## src/rtl/soc_reset_pkg.sv

```systemverilog
// Shared reset-cause codes, FSM state encoding and a saturating counter helper
// for the SoC reset controller.
package soc_reset_pkg;

  typedef enum logic [1:0] {
    CAUSE_POR = 2'd0,
    CAUSE_BTN = 2'd1,
    CAUSE_SW  = 2'd2,
    CAUSE_WDT = 2'd3
  } cause_t;

  typedef enum logic {
    ST_HOLD = 1'b0,
    ST_RUN  = 1'b1
  } state_t;

  localparam logic [7:0] COUNT_MAX = 8'hFF;

  function automatic logic [7:0] sat_inc(input logic [7:0] v);
    return (v == COUNT_MAX) ? v : v + 8'd1;
  endfunction

endpackage

```

## src/rtl/btn_debounce.sv

```systemverilog
// Button synchroniser + debouncer: btn_stable_o follows btn_i after SYNC_STAGES+DEBOUNCE_CYCLES
// cycles of steady disagreement; no handshake, output is a level.
module btn_debounce
  import soc_reset_pkg::*;
#(
  parameter int SYNC_STAGES     = 2,
  parameter int DEBOUNCE_CYCLES = 10000,
  parameter int CNT_WIDTH       = 16
) (
  input  logic clk,
  input  logic reset,
  input  logic btn_i,
  output logic btn_stable_o
);

  localparam logic [CNT_WIDTH-1:0] DEB_MAX = CNT_WIDTH'(DEBOUNCE_CYCLES - 1);
  localparam logic [CNT_WIDTH-1:0] CNT_ONE = CNT_WIDTH'(1);

  logic [SYNC_STAGES-1:0] sync_q;
  logic [CNT_WIDTH-1:0]   cnt_q, cnt_d;
  logic                   stable_q, stable_d;
  logic                   btn_sync;

  assign btn_sync     = sync_q[SYNC_STAGES-1];
  assign btn_stable_o = stable_q;

  always_comb begin
    cnt_d    = '0;
    stable_d = stable_q;
    if (btn_sync != stable_q) begin
      if (cnt_q == DEB_MAX) begin
        stable_d = btn_sync;
      end else begin
        cnt_d = cnt_q + CNT_ONE;
      end
    end
  end

  always_ff @(posedge clk or posedge reset) begin
    if (reset) begin
      sync_q   <= '0;
      cnt_q    <= '0;
      stable_q <= 1'b0;
    end else begin
      sync_q   <= {sync_q[SYNC_STAGES-2:0], btn_i};
      cnt_q    <= cnt_d;
      stable_q <= stable_d;
    end
  end

endmodule

```

## src/rtl/soc_reset_ctrl.sv

```systemverilog
// SoC reset controller: async assert, sync release after HOLD_CYCLES, cause + saturating count;
// no backpressure. Optional watchdog source enabled by SOC_RESET_WDT_EN.
module soc_reset_ctrl
  import soc_reset_pkg::*;
#(
  parameter int HOLD_CYCLES     = 256,
  parameter int DEBOUNCE_CYCLES = 10000,
  parameter int SYNC_STAGES     = 2,
`ifdef SOC_RESET_WDT_EN
  parameter int WDT_CYCLES      = 1 << 24,
`endif
  parameter int CNT_WIDTH       = 16
) (
  input  logic       clk,
  input  logic       reset,
  input  logic       btn_i,
  input  logic       sw_req_i,
`ifdef SOC_RESET_WDT_EN
  input  logic       wdt_kick_i,
`endif
  output logic       sys_reset_o,
  output logic [1:0] reset_cause_o,
  output logic [7:0] reset_count_o
);

  localparam logic [CNT_WIDTH-1:0] HOLD_MAX = CNT_WIDTH'(HOLD_CYCLES - 1);
  localparam logic [CNT_WIDTH-1:0] CNT_ONE  = CNT_WIDTH'(1);

  logic                 btn_stable;
  logic                 wdt_fire;
  state_t               state_q;
  cause_t               cause_q;
  logic [CNT_WIDTH-1:0] hold_cnt_q;
  logic [7:0]           count_q;
  logic                 sys_reset_q;

  btn_debounce #(
    .SYNC_STAGES    (SYNC_STAGES),
    .DEBOUNCE_CYCLES(DEBOUNCE_CYCLES),
    .CNT_WIDTH      (CNT_WIDTH)
  ) u_btn_debounce (
    .clk         (clk),
    .reset       (reset),
    .btn_i       (btn_i),
    .btn_stable_o(btn_stable)
  );

`ifdef SOC_RESET_WDT_EN
  localparam logic [31:0] WDT_MAX = 32'(WDT_CYCLES - 1);
  logic [31:0] wdt_cnt_q;

  // A kick arriving on the expiry cycle wins, so a just-in-time kick never resets.
  assign wdt_fire = (state_q == ST_RUN) && !wdt_kick_i && (wdt_cnt_q == WDT_MAX);

  always_ff @(posedge clk or posedge reset) begin
    if (reset) begin
      wdt_cnt_q <= '0;
    end else if (state_q != ST_RUN || wdt_kick_i || wdt_fire) begin
      wdt_cnt_q <= '0;
    end else begin
      wdt_cnt_q <= wdt_cnt_q + 32'd1;
    end
  end
`else
  assign wdt_fire = 1'b0;
`endif

  always_ff @(posedge clk or posedge reset) begin
    if (reset) begin
      state_q     <= ST_HOLD;
      cause_q     <= CAUSE_POR;
      hold_cnt_q  <= '0;
      count_q     <= '0;
      sys_reset_q <= 1'b1;
    end else begin
      case (state_q)
        ST_HOLD: begin
          // A held button keeps the hold window pinned open.
          if (btn_stable) begin
            hold_cnt_q <= '0;
          end else if (hold_cnt_q == HOLD_MAX) begin
            state_q     <= ST_RUN;
            sys_reset_q <= 1'b0;
            hold_cnt_q  <= '0;
          end else begin
            hold_cnt_q <= hold_cnt_q + CNT_ONE;
          end
        end
        ST_RUN: begin
          if (btn_stable || sw_req_i || wdt_fire) begin
            state_q     <= ST_HOLD;
            sys_reset_q <= 1'b1;
            hold_cnt_q  <= '0;
            count_q     <= sat_inc(count_q);
            if (btn_stable)    cause_q <= CAUSE_BTN;
            else if (sw_req_i) cause_q <= CAUSE_SW;
            else               cause_q <= CAUSE_WDT;
          end
        end
        default: begin
          state_q     <= ST_HOLD;
          sys_reset_q <= 1'b1;
        end
      endcase
    end
  end

  assign sys_reset_o   = sys_reset_q;
  assign reset_cause_o = cause_q;
  assign reset_count_o = count_q;

endmodule
```

## config.mk

```make
export PLATFORM = sky130hd
export DESIGN_NAME = soc_reset_ctrl
export DESIGN_NICKNAME = d
export VERILOG_FILES = /design/src/rtl/soc_reset_pkg.sv /design/src/rtl/btn_debounce.sv /design/src/rtl/soc_reset_ctrl.sv
export SDC_FILE = /design/constraint.sdc
export NUM_CORES = 1
export LEC_CHECK = 0
export ABC_AREA = 1
export ABC_CLOCK_PERIOD_IN_PS = 1300
export CAP_MARGIN = 20
export CORE_MARGIN = 5
export CORE_UTILIZATION = 27
export CTS_CLUSTER_DIAMETER = 120
export CTS_CLUSTER_SIZE = 16
export DETAILED_ROUTE_END_ITERATION = 10
export DONT_BUFFER_PORTS = 1
export PLACE_DENSITY = 0.48
export SLEW_MARGIN = 20
export SYNTH_ARGS = -nofsm -noshare
export SYNTH_HDL_FRONTEND = slang
export SYNTH_SLANG_ARGS = --single-unit
```

## constraint.sdc

```tcl
create_clock -name clk -period 1.3 [get_ports clk]
set_input_delay 0.13 -clock clk [delete_from_list [all_inputs] [get_ports clk]]
set_output_delay 0.13 -clock clk [all_outputs]
set_load 0.01 [all_outputs]
```

# --- Word-level counts from Yosys, hierarchy flattened ---
# Index checks and enable logic that the tools add are counted.
word_totals:
  out_inout_bits: 11
  word_cells: 41
  in_bits: 4
  ff_bits: 47
classes:
  reduce_logical: 5
  n_mux: 16
  addsub: 3
  n_bitwise: 2
  n_eq_ne: 7
op_table:
  columns: ["cell", "n"]
  rows:
  - ["$mux 16", 5]
  - ["$add 16x1->16 const B", 2]
  - ["$pmux 16 s2", 1]
  - ["$eq 16x14->1 const B", 1]
  - ["$eq 16x8->1 const B", 1]
  - ["$add 8x1->8 const B", 1]
  - ["$eq 8x8->1 const B", 1]
  - ["$mux 1", 7]
  - ["$reduce_and 3->1", 2]
  - ["$ne 2x2->1 const B", 2]
  - ["$pmux 1 s2", 2]
  - ["$reduce_and 2->1", 2]
  - ["$mux 2", 1]
  - ["$ne 2x1->1 const B", 1]
  - ["$not 1->1", 2]
  - ["$logic_or 1x1->1", 1]
  - ["$ne 1x1->1", 1]

# --- Depth between registers and ports, before layout ---
# Gate-level depths: netlist of the first run.
depth:
  depth_word: 4
  ltp_mapped: 9
  depth_no_buf: 9

# --- Cells and area by module ---
# From an unflattened synthesis of the first run, not the netlist that was laid out.
unflattened:
  hier_cells: 329
  hier_area_um2: 2613.8
by_module_without_submodules:
  columns: ["module", "cells_each", "area_per_inst_um2", "n_inst", "seq_area_each_um2"]
  rows:
  - ["soc_reset_ctrl", 206, 1610.3, 1, 701.9]
  - ["btn_debounce", 123, 1003.5, 1, 475.5]

# --- Worst setup path before layout of the first run ---
# Ideal clock, no wire load.
synth_path:
  path_kind: "reg-to-reg"
  start: "register count_q[0], in the netlist reset_count_o[0]"
  end: "register count_q[2], in the netlist reset_count_o[2]"
  arrival_time_ns: 1.218
  t_required_ns: 1.180
  path_buffers: 0
  period_less_slack_ns: 1.339
  setup_slack_ns: -0.039
  setup_time_ns: 0.120
  path_stages_with_launch: 9
  cell_sequence: "dfrtp_1 > ha_1 > nand3_1 > nor2_1 > nand2_1 > nand2_2 > inv_1 > nand3b_1 > nand2_1"
synth_via:
  elab_chain_len: 3
  elab_cells_between_ends: 4
  cone_classes: "1 x add/sub; 1 x eq/ne; 1 x bitwise; 1 x reduce/logical"
synth_lines:
  columns: ["element", "line_no", "source"]
  rows:
  - ["start, declared", "soc_reset_ctrl.sv:34", "logic [7:0] count_q;"]
  - ["start signal, assigned", "soc_reset_ctrl.sv:94", "count_q <= sat_inc(count_q);"]
  - ["branches (longest 3 deep; another with $add 8x1->8)", null, null]
# Parallel ways; which one is timed is not known.
# A chain may end at the register's enable or synchronous reset.

# --- Worst setup path after layout of the first run ---
layout_path:
  start: "register u_btn_debounce.cnt_q[0]"
  end: "register u_btn_debounce.cnt_q[10]"
layout_via:
  elab_chain_len: 3
  elab_cells_between_ends: 4
  cone_classes: "1 x add/sub; 1 x eq/ne; 2 x mux"
layout_lines:
  columns: ["element", "line_no", "source"]
  rows:
  - ["start, declared", "btn_debounce.sv:20", "logic [CNT_WIDTH-1:0] cnt_q, cnt_d;"]
  - ["start signal, assigned", "btn_debounce.sv:46", "cnt_q <= cnt_d;"]
  - ["$add 16x1->16 or $eq 16x14->1 (tied branches)", "btn_debounce.sv:34, btn_debounce.sv:31", null]
  - ["$mux 16 *", "btn_debounce.sv:31", "if (cnt_q == DEB_MAX) begin"]
  - ["$mux 16 *", "btn_debounce.sv:30", "if (btn_sync != stable_q) begin"]
  - ["via u_btn_debounce.cnt_d[10]", "btn_debounce.sv:20", null]
# The timed path passes the listed nets; every way through them passes the cells marked *.

==> results.tsv, run 1 <==
stage	metric	value	unit
logic_synthesis	synth-seq-area-share	0.4733	
flow_run	drv_cap	0	
logic_synthesis	async_flop_share	1.000	
cts	cts_buffers	5	
sta	min_period_over_period	1.035	
logic_synthesis	yosys_register_bits	47	
sta	setup_viol	6	
setup_path	cp-end-kind	flop	
min_path	holdPathEnd	reset_cause_o[0]	
grt	track_usage	0.1031	
setup_path	critical-path-max-stage-delay	0.38	ns
cts	h-tree-depth	2	
power	p_leak	1.635	nW
grt	grt_pass1_vias	2123	
logic_synthesis	synth_area_leaders	dfrtp_1 (46%), nand2_1 (15%), nor2_1 (9.5%), inv_1 (5.7%), xor2_1 (3.5%)	
cts	clk_latency	0.30	ns
sta	setup_ws	-0.04526	ns
grt	grt_max_degree	31	
setup_path	cp-start-kind	flop	
min_path	hold_path_depth	3	
min_path	hold_path_class	in2reg	
layout	drive_gt1_frac	0.3384	
route	dr.pass1.iters	4	
setup_path	crit_family	simple AND/OR/NAND/NOR gates	
sta	hold_viol_final	0	
logic_synthesis	synth_largest_area_cell	dfrtp_1	
setup_path	r2r_slack	-0.05	ns
grt	grt_pass1_wl	9.494	mm
route	ant_nets	0	
sta	maxSlewViolCount	0	
cts	cts.sinks	47	
logic_synthesis	syn_inst	332	
floorplanning	rows	35	
status	violations	setup timing	
layout	diodes	0	
min_path	min-delay-start	sw_req_i	
cts	clk_pin_slew	0.09	ns
setup_path	worstPathRequired	1.50	ns
layout	nets	402	
route	drtIter0Drc	75	
sta	rsz0062_at_grt	true	
layout	final_cell_area	3441	um2
placed_design	place_ws	-0.1189	ns
grt	gr-total-overflow	0	
setup_path	cp_slowest_cell	dfrtp_1	
sta	final.setup.tns	-0.09305	ns
layout	seqCellArea	1180	um2
placed_design	gp_congestion	0.7664	
cts	cts_root_buf	clkbuf_8	
floorplanning	ios	15	
logic_synthesis	syn_nets	339	
route	vias_per_cell	4.243	
setup_path	r2r_start	u_btn_debounce.cnt_q[0]	
power	total_power	3.744	mW
logic_synthesis	synth.avg_cell_area	7.492	um2
logic_synthesis	yosysWarnings	0	
logic_synthesis	synth_edf_count	0	
floorplanning	die_h	106.0	um
setup_path	crit_chain	ha_2 -> nand2_2 -> nor2_4 -> nand2_2 -> nor2_2 -> nand2_1 -> nand3_1 -> nor2_1	
setup_path	cp_num_buf_inv	0	
floorplanning	die_area	11230	um2
cts	tritoncts	done	
setup_path	reg2reg_depth	8	
logic_synthesis	yosys-top-cells-count	nand2_1 (101), nor2_1 (63), dfrtp_1 (46), inv_1 (38), nand3_1 (16)	
route	routed_wl	5.772	mm
floorplanning	core	9109	um2
logic_synthesis	yosys.area.top_type_share	0.4628	
setup_path	path_common_cell	nand2_2	
layout	multiInputGateArea	1389	um2
sta	fmax	0.7434	GHz
cts	cts_max_path_buffers	2	
layout	syn2layout_area_growth	38.33	%
logic_synthesis	yosysMostFrequentCell	nand2_1	
grt	antenna_found_initial	0	
layout	fillers	950	
sta	worst_pin_slew	0.4283	ns
setup_path	crit_fanout	4	
placed_design	dpl_cell_area	2968	um2
placed_design	io_buffers	0	
route	detail_route.wl_per_cell	11.38	um
floorplanning	initial_utilization	0.2731	
layout	final_util	0.3777	
setup_path	r2r-end	u_btn_debounce.cnt_q[10]	
sta	skew	0.01108	ns
placed_design	hpwlAfterDp	4.084	mm
route	via_count	2151	
power	cellPowerDensity	1088	nW/um2
floorplanning	die_w	106.0	um
logic_synthesis	ys_types	22	
route	drc_errors	0	
sta	final.min_clock_period	1.345	ns
status	status	complete, but fails checks	
logic_synthesis	synth_flop_cell	dfrtp_1	
setup_path	criticalPathCategory	reg2reg	
power	ir_worst_vdd	506.8	uV
setup_path	critPathArrivalTime	1.55	ns
sta	slew_headroom	0.7141	
logic_synthesis	syn_area	2487	um2
==> how the worst max path moves through the flow <==
stage	cells after the start	slack [ns]	from	end
after global routing	9	-0.11	hold_cnt_q[1]	hold_cnt_q[14]
after CTS	7	-0.04	u_btn_debounce.cnt_q[0]	u_btn_debounce.cnt_q[12]
after global placement	8	-0.08	u_btn_debounce.cnt_q[0]	u_btn_debounce.cnt_q[3]
after detailed placement	8	-0.12	u_btn_debounce.cnt_q[0]	u_btn_debounce.cnt_q[0]
after floorplan	8	-0.03	reset_count_o[0]	reset_count_o[2]
final	8	-0.05	u_btn_debounce.cnt_q[0]	u_btn_debounce.cnt_q[10]
==> area by class of cell <==
| cell class | count | area share |
|---|---|---|
| timing repair buffer | 56 | 0.1338 |
| clock inverter | 2 | 0.01091 |
| tap | 111 | 0.04036 |
| clock buffer | 6 | 0.02109 |
| sequential | 47 | 0.3429 |
| inverter | 42 | 0.04727 |
| multi-input combinational | 243 | 0.4036 |
==> power breakdown <==
part,internal [mW],switching [mW],leakage (nW),total (mW)
Sequential,1.62,0.156,0.613,1.77
Clock,0.574,0.504,0.0514,1.08
Combinational,0.454,0.440,0.970,0.893
==> registers in the layout (all words and copies together), names as in the netlist <==
signal	count
u_btn_debounce.cnt_q	16
sys_reset_o	1
reset_count_o	8
hold_cnt_q	16
u_btn_debounce.sync_q	2
u_btn_debounce.btn_stable_o	1
state_q	1
reset_cause_o	2
==> what timing repair did <==
| action | CTS | global route |
|---|---|---|
| hold buffers | 2 | 0 |
| cloned | 1 | 0 |
| resized for setup | 28 | 56 |
| setup endpoints to repair | 32 | 40 |
| pin swaps | 12 | 30 |
| endpoints found under the hold margin | 17 | 0 |
| setup buffers | 6 | 4 |
==> worst min-delay path: stages <==
cell	delay, ns
nand2_1	0.07
nand2_1	0.07
nand2_1	0.04
==> metrics by stage <==
stage	instances	hold WS (ns)
3_5_place_dp	487	0.04066
2_1_floorplan	332	0.1614
4_1_cts	504	0.01405
5_1_grt	507	0.03856
3_3_place_gp	487	0.03937
6_report	507	0.04878
==> placed cells by master, fill, tap and decap left out, types with 2 or more instances in the layout <==
master and n:
a21oi_1 4, nand2_2 15, nor2_4 10, xor2_1 10, buf_6 6, nand3_2 9, nand3_1 7, inv_4 2
o21ai_0 3, nand2_4 8, nand4_1 5, xnor2_1 7, nor3_1 3, inv_1 33, nor2_1 47, nor3_2 2
nand2_1 83, inv_2 7, ha_2 2, dfrtp_1 44, dfrtp_2 2, dlygate4sd3_1 2, o21ai_1 5, buf_4 47
nor2_2 13, o21bai_1 5, clkbuf_8 5
==> logic make-up (layout without fill, tap and decap cells) <==
| kind of cell | Yosys count | count (layout) | share of synthesized area |
|---|---|---|---|
| adders and majority gates | 3 | 3 | 0.01509 |
| AOI/OAI and AO/OA | 19 | 19 | 0.04376 |
| xor gates and xnor gates | 17 | 17 | 0.05986 |
| and+or+nand+nor | 203 | 204 | 0.3400 |
| buffers and inverters | 43 | 106 | 0.06791 |
| DFF | 47 | 47 | 0.4733 |
==> routing by layer <==
layer	part of all wire	vias up	global-route usage
met5	0	-	0
met4	0.014	0	0.03885
met3	0.026	5	0.02064
met2	0.49	16	0.1708
met1	0.47	978	0.1329
li1	-	1152	-
(Power assumes the default switching activity.)
==> run 2, diff against run 1 <==
--- a/config.mk
+++ b/config.mk
@@ -8,7 +8,7 @@
 export ABC_AREA = 1
 export ABC_CLOCK_PERIOD_IN_PS = 1300
 export CAP_MARGIN = 20
-export CORE_MARGIN = 5
+export CORE_MARGIN = 4
 export CORE_UTILIZATION = 27
 export CTS_CLUSTER_DIAMETER = 120
 export CTS_CLUSTER_SIZE = 16
==> results.tsv, run 2 (same netlist as run 1, synthesis figures left out) <==
stage	metric	value	unit	change
sta	worst_pin_slew	0.4541	ns	+0.02582 ns
setup_path	critPathArrivalTime	1.58	ns	+0.03 ns
layout	diodes	0		unchanged
floorplanning	core	8848	um2	-2.9%
floorplanning	rows	34		-2.9%
route	via_count	2208		+2.6%
placed_design	io_buffers	0		unchanged
sta	rsz0062_at_grt	true		
power	pwr-share-seq	0.457		-0.016
setup_path	worstPathRequired	1.53	ns	+0.03 ns
sta	fmax	0.7407	GHz	-0.35%
layout	final_common_cell	nand2_1		
status	status	complete, but fails checks		
sta	setup_viol	8		+2
sta	min_period_over_period	1.038		+0.003643
power	power.internal	2.728	mW	+3.1%
layout	seqCellArea	1180	um2	unchanged
floorplanning	die_w	104.0	um	-1.9%
status	violations	setup timing		
cts	cts_buffers	5		unchanged
sta	final.min_clock_period	1.350	ns	+0.004736 ns
grt	grt_pass1_vias	2147		+1.1%
setup_path	cp-end-kind	flop		
cts	cts_max_path_buffers	2		unchanged
grt	antenna_found_initial	0		unchanged
grt	grt_pass1_wl	9.942	mm	+4.7%
cts	tritoncts	done		
sta	final.setup.tns	-0.1784	ns	-0.08536 ns
layout	fillers	898		-5.5%
floorplanning	die_h	104.0	um	-1.9%
floorplanning	die_area	10810	um2	-3.7%
cts	h-tree-depth	2		unchanged
power	total_power	3.860	mW	+3.1%
power	cellPowerDensity	1086	nW/um2	-0.18%
power	ir_worst_vdd	675.6	uV	+33%
route	detail_route.wl_per_cell	11.23	um	-1.4%
layout	drive_gt1_frac	0.3753		+0.03692
grt	gr-total-overflow	0		unchanged
layout	final_util	0.4016		+0.02384
sta	maxSlewViolCount	0		unchanged
cts	clk_latency	0.30	ns	about the same
grt	track_usage	0.1087		+0.005586
route	vias_per_cell	4.304		+1.4%
power	power_frac_clock	0.299		+0.011
floorplanning	ios	15		unchanged
min_path	hold_path_class	in2reg		
setup_path	cp-start-kind	flop		
cts	clk_pin_slew	0.09	ns	about the same
route	dr.pass1.iters	4		unchanged
sta	hold_viol_final	0		unchanged
layout	syn2layout_area_growth	42.86	%	
route	routed_wl	5.759	mm	-0.23%
route	drc_errors	0		unchanged
sta	slew_headroom	0.6968		-0.01724
sta	hold_slack	0.01896	ns	-0.02983 ns
power	p_sw_frac	0.2932		-0.0003960
power	p_comb_frac	0.244		+0.005
cts	cts_root_buf	clkbuf_8		
power	p_leak	1.736	nW	+6.2%
cts	cts.sinks	47		unchanged
floorplanning	initial_utilization	0.2811		+0.008032
power	p_sw	1.132	mW	+2.9%
flow_run	drv_cap	0		unchanged
route	ant_nets	0		unchanged
layout	multiInputGateArea	1421	um2	+2.3%
route	drtIter0Drc	78		+4.0%
placed_design	gp_congestion	0.7932		+3.5%
sta	setup_ws	-0.04999	ns	-0.004736 ns
sta	skew	0.007133	ns	-0.003945 ns
layout	final_cell_mix	nand2_1 (81), buf_4 (56), nor2_1 (44), dfrtp_1 (44), inv_1 (31)		
layout	nets	411		+2.2%
placed_design	hpwlAfterDp	4.240	mm	+3.8%
setup_path	crit_fanout	4		unchanged
grt	grt_max_degree	22		-29%
setup_path	criticalPathCategory	reg2reg		
==> run 2: cell types whose count changed in the layout (fill, tap and decap cells not counted), moves of 3 or more <==
cell and change:
nor2_1 -3, nor2_4 +3, nand3_1 +4, buf_4 +9
nand3_2 -4
==> run 2: area by class of cell <==
type / instances / share of cell area
multi-input combinational: 242 / 0.4000
sequential: 47 / 0.3320
timing repair buffer: 66 / 0.1493
inverter: 42 / 0.04648
tap: 108 / 0.03803
clock buffer: 6 / 0.02324
clock inverter: 2 / 0.01092
==> run 2: power groups by stage <==
stage	registers (mW)	logic, mW	clock network (mW)
3_5_place_dp	1.76	0.697	0
2_1_floorplan	1.76	0.411	0
4_1_cts	1.74	0.793	1.21
5_1_grt	1.79	1.05	1.25
6_report	1.76	0.941	1.16
3_3_place_gp	1.76	0.695	0
==> run 2: critical path, cell delays in order, from the launching register on <==
cell,delay [ns]
dfrtp_1,0.38
ha_2,0.19
nand2_2,0.07
nor2_4,0.17
buf_6,0.13
nand3_1,0.09
xor2_1,0.16
nor2_1,0.10
==> run 2: metal layers <==
| layer | GRT usage | vias up | part of all wire |
|---|---|---|---|
| met5 | 0 | - | 0 |
| met4 | 0.03704 | 0 | 0.014 |
| met3 | 0.01986 | 6 | 0.026 |
| met2 | 0.1746 | 22 | 0.47 |
| met1 | 0.1473 | 1014 | 0.49 |
| li1 | - | 1166 | - |
==> run 2: what timing repair did <==
| item | CTS | global route |
|---|---|---|
| setup endpoints to repair | 25 | 41 |
| endpoints found under the hold margin | 18 | 0 |
| pin swaps | 15 | 36 |
| resized for setup | 34 | 63 |
| buffers inserted | 8 | 6 |
| hold buffers | 2 | 0 |
| gates cloned | 0 | 0 |
==> run 2: path summary, 6_finish.rpt <==
kind	to	slack [ns]	cells past startpoint	startpoint
worst min-delay path	reset_cause_o[0]	0.02	3	sw_req_i
worst max register to register	u_btn_debounce.cnt_q[12]	-0.05	7	u_btn_debounce.cnt_q[0]
min in group asynchronous	reset_cause_o[1]	0.29	2	reset
worst max-delay path	u_btn_debounce.cnt_q[12]	-0.05	7	u_btn_debounce.cnt_q[0]
worst min register to register	u_btn_debounce.sync_q[1]	0.36	0	u_btn_debounce.sync_q[0]
max in group asynchronous	u_btn_debounce.cnt_q[14]	0.49	3	reset
==> run 2: stage by stage <==
stage / cell area (um2) / worst slack (ns) / instances
after CTS: 3302 / -0.01884 / 509
after global placement: 3004 / -0.04977 / 491
after global routing: 3553 / -0.1811 / 513
final: 3553 / -0.04999 / 513
after detailed placement: 3004 / -0.1189 / 491
after floorplan: 2490 / -0.02602 / 332
